==> src/rtl/dec_pkg.sv <==
// Shared types and helpers for the one-hot sequential decoder.
//
// Contents:
//   dec_state_t : replay FSM states (idle, strobe hold, idle gap)
//   cnt_width   : width of the hold/gap down-counter for given HOLD/GAP
//
// Configuration macro used by the decoder: DEC_ERR_EN (see onehot_decoder_seq).
package dec_pkg;

   // State names carry an S_ prefix so they do not collide with the
   // HOLD and GAP parameters of the decoder that imports this package.
   typedef enum logic [1:0] {
      S_IDLE = 2'd0,
      S_HOLD = 2'd1,
      S_GAP  = 2'd2
   } dec_state_t;

   // Counter must be able to hold max(HOLD,GAP); never narrower than 1 bit.
   function automatic int cnt_width(input int hold, input int gap);
      int m;
      m = (hold > gap) ? hold : gap;
      return (m < 1) ? 1 : $clog2(m + 1);
   endfunction

endpackage

==> src/rtl/dec_fifo2.sv <==
// Two-entry registered FIFO holding encoded indices for the decoder.
//
// Ports:
//   clk, rst_n : clock and asynchronous active-low reset
//   i_push     : write i_din (ignored when full)
//   i_pop      : drop the head entry (ignored when empty)
//   i_din      : data to write
//   o_head     : oldest entry, valid while !o_empty
//   o_full     : both entries occupied
//   o_empty    : no entries
module dec_fifo2 #(
   parameter int W = 2
) (
   input  logic         clk,
   input  logic         rst_n,
   input  logic         i_push,
   input  logic         i_pop,
   input  logic [W-1:0] i_din,
   output logic [W-1:0] o_head,
   output logic         o_full,
   output logic         o_empty
);

   logic [W-1:0] r_mem [2];
   logic         r_wrPtr;
   logic         r_rdPtr;
   logic [1:0]   r_count;
   logic         w_doPush;
   logic         w_doPop;

   assign o_full   = (r_count == 2'd2);
   assign o_empty  = (r_count == 2'd0);
   assign o_head   = r_mem[r_rdPtr];
   assign w_doPush = i_push && !o_full;
   assign w_doPop  = i_pop && !o_empty;

   // Storage, pointers and occupancy. A simultaneous push and pop leaves
   // the occupancy unchanged while both pointers advance, keeping order.
   always_ff @(posedge clk or negedge rst_n) begin
      if (!rst_n) begin
         r_mem[0] <= '0;
         r_mem[1] <= '0;
         r_wrPtr  <= 1'b0;
         r_rdPtr  <= 1'b0;
         r_count  <= 2'd0;
      end else begin
         if (w_doPush) begin
            r_mem[r_wrPtr] <= i_din;
            r_wrPtr        <= ~r_wrPtr;
         end
         if (w_doPop) begin
            r_rdPtr <= ~r_rdPtr;
         end
         if (w_doPush && !w_doPop) begin
            r_count <= r_count + 2'd1;
         end else if (w_doPop && !w_doPush) begin
            r_count <= r_count - 2'd1;
         end
      end
   end

endmodule

==> src/rtl/onehot_decoder_seq.sv <==
// Sequential decoder: accepts binary indices over a valid/ready stream,
// buffers up to two, and replays each as a one-hot strobe held for HOLD
// cycles followed by GAP all-zero cycles.
//
// Ports:
//   clk, rst_n  : clock and asynchronous active-low reset
//   in_valid    : in_code holds a code
//   in_ready    : a code can be accepted this cycle (FIFO not full)
//   in_code     : encoded index
//   out_onehot  : decoded strobe, bit in_code set during HOLD
//   out_active  : high while in the HOLD state
//   busy        : FIFO non-empty or FSM not idle
//   err         : DEC_ERR_EN builds only; 1-cycle pulse on a dropped
//                 out-of-range code
//
// Macro DEC_ERR_EN: when defined, codes >= N_OUT are accepted but dropped
// and flagged on err; when undefined they are buffered and replayed as an
// all-zero strobe with out_active still high.
module onehot_decoder_seq
   import dec_pkg::*;
#(
   parameter int N_OUT = 4,
   parameter int IDX_W = 2,
   parameter int HOLD  = 4,
   parameter int GAP   = 1
) (
   input  logic             clk,
   input  logic             rst_n,
   input  logic             in_valid,
   output logic             in_ready,
   input  logic [IDX_W-1:0] in_code,
   output logic [N_OUT-1:0] out_onehot,
   output logic             out_active,
   output logic             busy
`ifdef DEC_ERR_EN
   ,
   output logic             err
`endif
);

   localparam int            CW        = cnt_width(HOLD, GAP);
   localparam logic [CW-1:0] HOLD_LOAD = CW'(HOLD - 1);
   localparam logic [CW-1:0] GAP_LOAD  = CW'(GAP - 1);

   dec_state_t       r_state;
   dec_state_t       w_stateNext;
   logic [CW-1:0]    r_cnt;
   logic [CW-1:0]    w_cntNext;
   logic [N_OUT-1:0] r_onehot;
   logic [N_OUT-1:0] w_onehotNext;
   logic [N_OUT-1:0] w_decode;
   logic [IDX_W-1:0] w_head;
   logic             w_full;
   logic             w_empty;
   logic             w_accept;
   logic             w_push;
   logic             w_pop;

   assign in_ready   = !w_full;
   assign w_accept   = in_valid && in_ready;
   assign out_onehot = r_onehot;
   assign out_active = (r_state == S_HOLD);
   assign busy       = !w_empty || (r_state != S_IDLE);

`ifdef DEC_ERR_EN
   logic w_inRange;
   logic r_err;

   assign w_inRange = ({1'b0, in_code} < (IDX_W + 1)'(N_OUT));
   assign w_push    = w_accept && w_inRange;
   assign err       = r_err;

   // Out-of-range codes complete the handshake but never reach the FIFO;
   // the flag is raised for the single cycle after acceptance.
   always_ff @(posedge clk or negedge rst_n) begin
      if (!rst_n) begin
         r_err <= 1'b0;
      end else begin
         r_err <= w_accept && !w_inRange;
      end
   end
`else
   assign w_push = w_accept;
`endif

   dec_fifo2 #(.W(IDX_W)) u_fifo (
      .clk     (clk),
      .rst_n   (rst_n),
      .i_push  (w_push),
      .i_pop   (w_pop),
      .i_din   (in_code),
      .o_head  (w_head),
      .o_full  (w_full),
      .o_empty (w_empty)
   );

   // Codes >= N_OUT match no output bit and so decode to all zeros.
   always_comb begin
      w_decode = '0;
      for (int i = 0; i < N_OUT; i++) begin
         w_decode[i] = (w_head == IDX_W'(i));
      end
   end

   always_ff @(posedge clk or negedge rst_n) begin
      if (!rst_n) begin
         r_state  <= S_IDLE;
         r_cnt    <= '0;
         r_onehot <= '0;
      end else begin
         r_state  <= w_stateNext;
         r_cnt    <= w_cntNext;
         r_onehot <= w_onehotNext;
      end
   end

   // With GAP == 0 the end of a hold reloads straight from the FIFO so
   // consecutive strobes abut without a zero cycle between them.
   always_comb begin
      w_stateNext  = r_state;
      w_cntNext    = r_cnt;
      w_onehotNext = r_onehot;
      w_pop        = 1'b0;
      unique case (r_state)
         S_IDLE: begin
            w_onehotNext = '0;
            if (!w_empty) begin
               w_pop        = 1'b1;
               w_onehotNext = w_decode;
               w_cntNext    = HOLD_LOAD;
               w_stateNext  = S_HOLD;
            end
         end
         S_HOLD: begin
            if (r_cnt != '0) begin
               w_cntNext = r_cnt - CW'(1);
            end else if (GAP > 0) begin
               w_onehotNext = '0;
               w_cntNext    = GAP_LOAD;
               w_stateNext  = S_GAP;
            end else if (!w_empty) begin
               w_pop        = 1'b1;
               w_onehotNext = w_decode;
               w_cntNext    = HOLD_LOAD;
            end else begin
               w_onehotNext = '0;
               w_stateNext  = S_IDLE;
            end
         end
         S_GAP: begin
            w_onehotNext = '0;
            if (r_cnt != '0) begin
               w_cntNext = r_cnt - CW'(1);
            end else begin
               w_stateNext = S_IDLE;
            end
         end
         default: begin
            w_onehotNext = '0;
            w_cntNext    = '0;
            w_stateNext  = S_IDLE;
         end
      endcase
   end

endmodule

==> config.mk <==
export PLATFORM = sky130hd
export DESIGN_NAME = onehot_decoder_seq
export DESIGN_NICKNAME = d
export VERILOG_FILES = /design/src/rtl/dec_pkg.sv /design/src/rtl/dec_fifo2.sv /design/src/rtl/onehot_decoder_seq.sv
export SDC_FILE = /design/constraint.sdc
export NUM_CORES = 1
export LEC_CHECK = 0
export BUFFER_PORTS_ARGS = -buffer_cell sky130_fd_sc_hd__buf_2
export CELL_PAD_IN_SITES_DETAIL_PLACEMENT = 0
export CELL_PAD_IN_SITES_GLOBAL_PLACEMENT = 1
export CORE_AREA = 2 2 48 50
export CTS_CLUSTER_SIZE = 12
export DETAILED_ROUTE_END_ITERATION = 10
export DIE_AREA = 0 0 50 52
export GPL_ROUTABILITY_DRIVEN = 0
export HOLD_SLACK_MARGIN = 0.05
export PLACE_DENSITY = 0.88
export SLEW_MARGIN = 15
export SYNTH_ARGS = -nofsm -noshare
export SYNTH_HDL_FRONTEND = slang
export SYNTH_HIERARCHICAL = 1
export SYNTH_SLANG_ARGS = --single-unit
export TNS_END_PERCENT = 20
==> constraint.sdc <==
create_clock -name clk -period 2.7 [get_ports clk]
set_clock_uncertainty 0.05 [all_clocks]
set_input_delay 0.54 -clock clk [delete_from_list [all_inputs] [get_ports clk]]
set_output_delay 0.54 -clock clk [all_outputs]
set_load 0.03 [all_outputs]
==> summary.md <==
| Metric | Value |
|---|---|
| Synth Cell Area | `approximately 920 µm²` |
| Measured slew at the worst slew-check pin | `0.3716 ns` |
| Post-DP HPWL | `~1.2 mm` |
| Syn Inst Count | `80` |
| Switching share of power | `41.80%` |
| Top-Level Pins | `12` |
| Crit path max fanout | `11` |
| Post-layout min period | `roughly 1.9 ns` |
| Vias/cell | `5.107` |
| Multi-input gate area | `445.4 µm²` |
| Net Count, Synth | `88` |
| Library cells used by synthesis | `32` |
| Most common cell in the synthesized netlist | `dfrtp_1` |
| Adder-Cell Fraction of Synth Area | `4.082%` |
| Final Util | `48.54%` |
| Final worst-path setup slack | `0.7767 ns` |
| FP Rows | `17` |
| Fillers | `205` |
| Vias in the first global route | `between 600 and 700` |
| Post-synth ARST share | `between 90% and 100%` |
| XOR/XNOR Fraction of Synth Area | `5.714%` |
| Initial DRC count | `14` |
| Lkg Pwr | `0.5022 nW` |
| Yosys reg bits | `17` |
| Finished Layout Cells | `121` |
| DRC errors left | `0` |
| Warnings, synthesis | `6` |
| Die X | `~50 µm` |
| Die height | `52 µm` |
| Worst Setup End Kind | `output port` |
| Logic pwr share | `53.9%` |
| Post-CTS Hold Buffers | `0` |
| Top cell type by total area after synthesis | `dfrtp_1` |
| H-tree depth | `1` |
| Initial antenna violation count | `0` |
| WL per Instance | `12.52 µm` |
| Peak supply drop | `slightly above 0.0007 V` |
| PwrDens | `1281 mW/mm²` |
| RSZ-0062 raised after global routing | `no` |
| CTS clk-pin slew, worst paths | `0.10 ns` |
| GR peak layer | `met2` |
| Syn avg cell area | `11.50 µm²` |
| Initial core utilization | `43.67%` |
| Total CTS buffers | `3` |
| Crit Path Class | `reg -> out` |
| Final hold slack | `0.09601 ns` |
| Total clock sinks | `17` |
| Inst Count DP | `between 100 and 150` |
| Setup WS pre-CTS | `0.8192 ns` |
| Mux cell area share after synthesis | `8.980%` |
| Number of flops mapped to enable cells by yosys | `0` |
| Post-synth top flop | `dfrtp_1` |
| Fmax | `0.5199 GHz` |
| Layout net count | `102` |
| Max-Cap Viols | `0` |
| Post-CTS sizing | `0` |
| Post-CTS Setup Inserts | `0` |
| Combinational family with the most area after synthesis | `simple AND/OR/NAND/NOR gates` |
| Area share of the largest cell type after synthesis | `between 40% and 50%` |
| Reg power frac | `35.7%` |
| DR pass1 iterations | `4` |
| CTS tree | `yes` |
| Rel. slew slack | `75.23%` |
| Synth cell count leaders | `17 x dfrtp_1, 9 x inv_1, 4 x mux2_4, 4 x nor2_1` |
| First-pass GRT wire length | `2.608 mm` |
| CORE AREA | `0.002106 mm²` |
| Post-Synth Simple-Gate Area | `between 20% and 30%` |
| Hold Path Class | `in -> async` |
| Clk_lat worst skew | `0.29 ns` |
| Synth area leaders | `dfrtp_1 46%, mux2_4 6.5%, ha_1 4.1%` |
| GR met1 Demand/Resource | `15.88%` |
| Clk buf depth | `2` |
| Setup TNS | `0 ns` |
| Pint | `0.7624 mW` |
| ANT nets after route | `0` |
| GR Util met2 | `23.46%` |
| GRT overflow | `0` |
| Critical Path AT | `1.33 ns` |
| Final setup fails | `0` |
| CP Launch Type | `register` |
| Share of cells above drive strength 1 | `33.33%` |
| Final-report hold violation count | `0` |
| Fin area | `approximately 0.0010 mm²` |
| Status | `complete, no violations` |
| Sequential cell area | `between 400 and 500 µm²` |
| Overall via count from detail_route | `618` |
| Diode count | `0` |
| Placed cell area | `994.7 µm²` |
| GR Util met3 | `2.874%` |
| Compound-Gate Fraction of Synth Area | `under 10%` |
| Sequential area share after synthesis | `46.26%` |
| CP Data Required Time | `about 2.1 ns` |
| Final worst-path cycle share | `71.23%` |
| Root Buffer Master | `clkbuf_4` |
| GRT Util Overall | `approximately 13%` |
| Clk pwr share | `a little over a tenth` |
| Layout Area Growth over Synthesis | `11.16%` |
| Drt total wl | `1.515 mm` |
| Buffers on Ports | `11` |
| Final total power | `roughly 1.3 mW` |
| Pins Over Slew Limit | `0` |
| Sw Pwr | `0.5475 mW` |
| Largest net degree at the start of global routing | `18` |
| Die ar. | `0.002600 mm²` |
[layer usage]
layer | vias up | wire length (µm)
met5 | - | 0
met4 | 0 | 19
li1 | 297 | -
met1 | 301 | 625
met3 | 3 | 62
met2 | 17 | 809
[sequential cells by signal, indices dropped and copies added, names as in the netlist]
signal,cells
r_state,2
u_fifo/r_wrPtr,1
u_fifo/r_mem,4
r_cnt,3
u_fifo/r_rdPtr,1
u_fifo/r_count,2
out_onehot,4
[cells in the final DEF, fill, tap and decap left out, types with 2 or more instances in the layout]
master and count:
o22ai_1 2, inv_1 9, nand2b_4 2, xor2_1 3
mux2_4 4, dfrtp_1 17, o21ai_0 2, nor2_1 4
xnor2_1 3, nand2b_1 3, ha_1 3, nand2_1 2
clkbuf_4 3, a211oi_1 2, nor3_1 2, buf_2 11
a32o_1 2, mux2_2 2, nand3_1 2
[final cells by class]
cell class	count	area share (%)
sequential	17	41.62
clock buffer	3	2.203
multi-input combinational	52	43.57
inverter	9	3.305
tap	28	3.427
timing repair buffer	11	5.386
clock inverter	1	0.4896
[critical path: stages (launching register included)]
cell	delay (ns)
dfrtp_1	0.50
nand2b_1	0.25
inv_1	0.10
buf_2	0.19
[power by group through the flow]
stage	sequential, mW	combinational, mW	clock [mW]
after floorplan	0.459	0.588	0
after global placement	0.467	0.684	0
after detailed placement	0.475	0.709	0
after CTS	0.470	0.715	0.141
after global routing	0.491	0.786	0.151
final	0.468	0.706	0.136
[kinds of logic (layout without fill, tap and decap cells)]
logic type	Yosys count	in the layout
adders and majority gates	3	3
and+or+nand+nor	26	26
DFF	17	17
AOI/OAI and AO/OA	11	11
xor gates and xnor gates	6	6
buffers and inverters	11	24
muxes	6	6
[worst paths after layout]
| kind | end | from | cells after the start | slack, ns |
|---|---|---|---|---|
| setup / recovery | out_active | r_state[1] | 3 | 0.78 |
| hold / removal | u_fifo/r_mem[3] | rst_n | 1 | 0.1 |
| setup reg to reg | u_fifo/r_count[1] | r_state[1] | 6 | 0.82 |
| hold reg to reg | out_onehot[0] | out_onehot[0] | 1 | 0.45 |
| max in group asynchronous | u_fifo/r_rdPtr | rst_n | 1 | 2.23 |
| min in group clk | u_fifo/r_mem[2] | in_code[0] | 2 | 0.44 |
No activity file was read; power rests on OpenSTA's default activity.
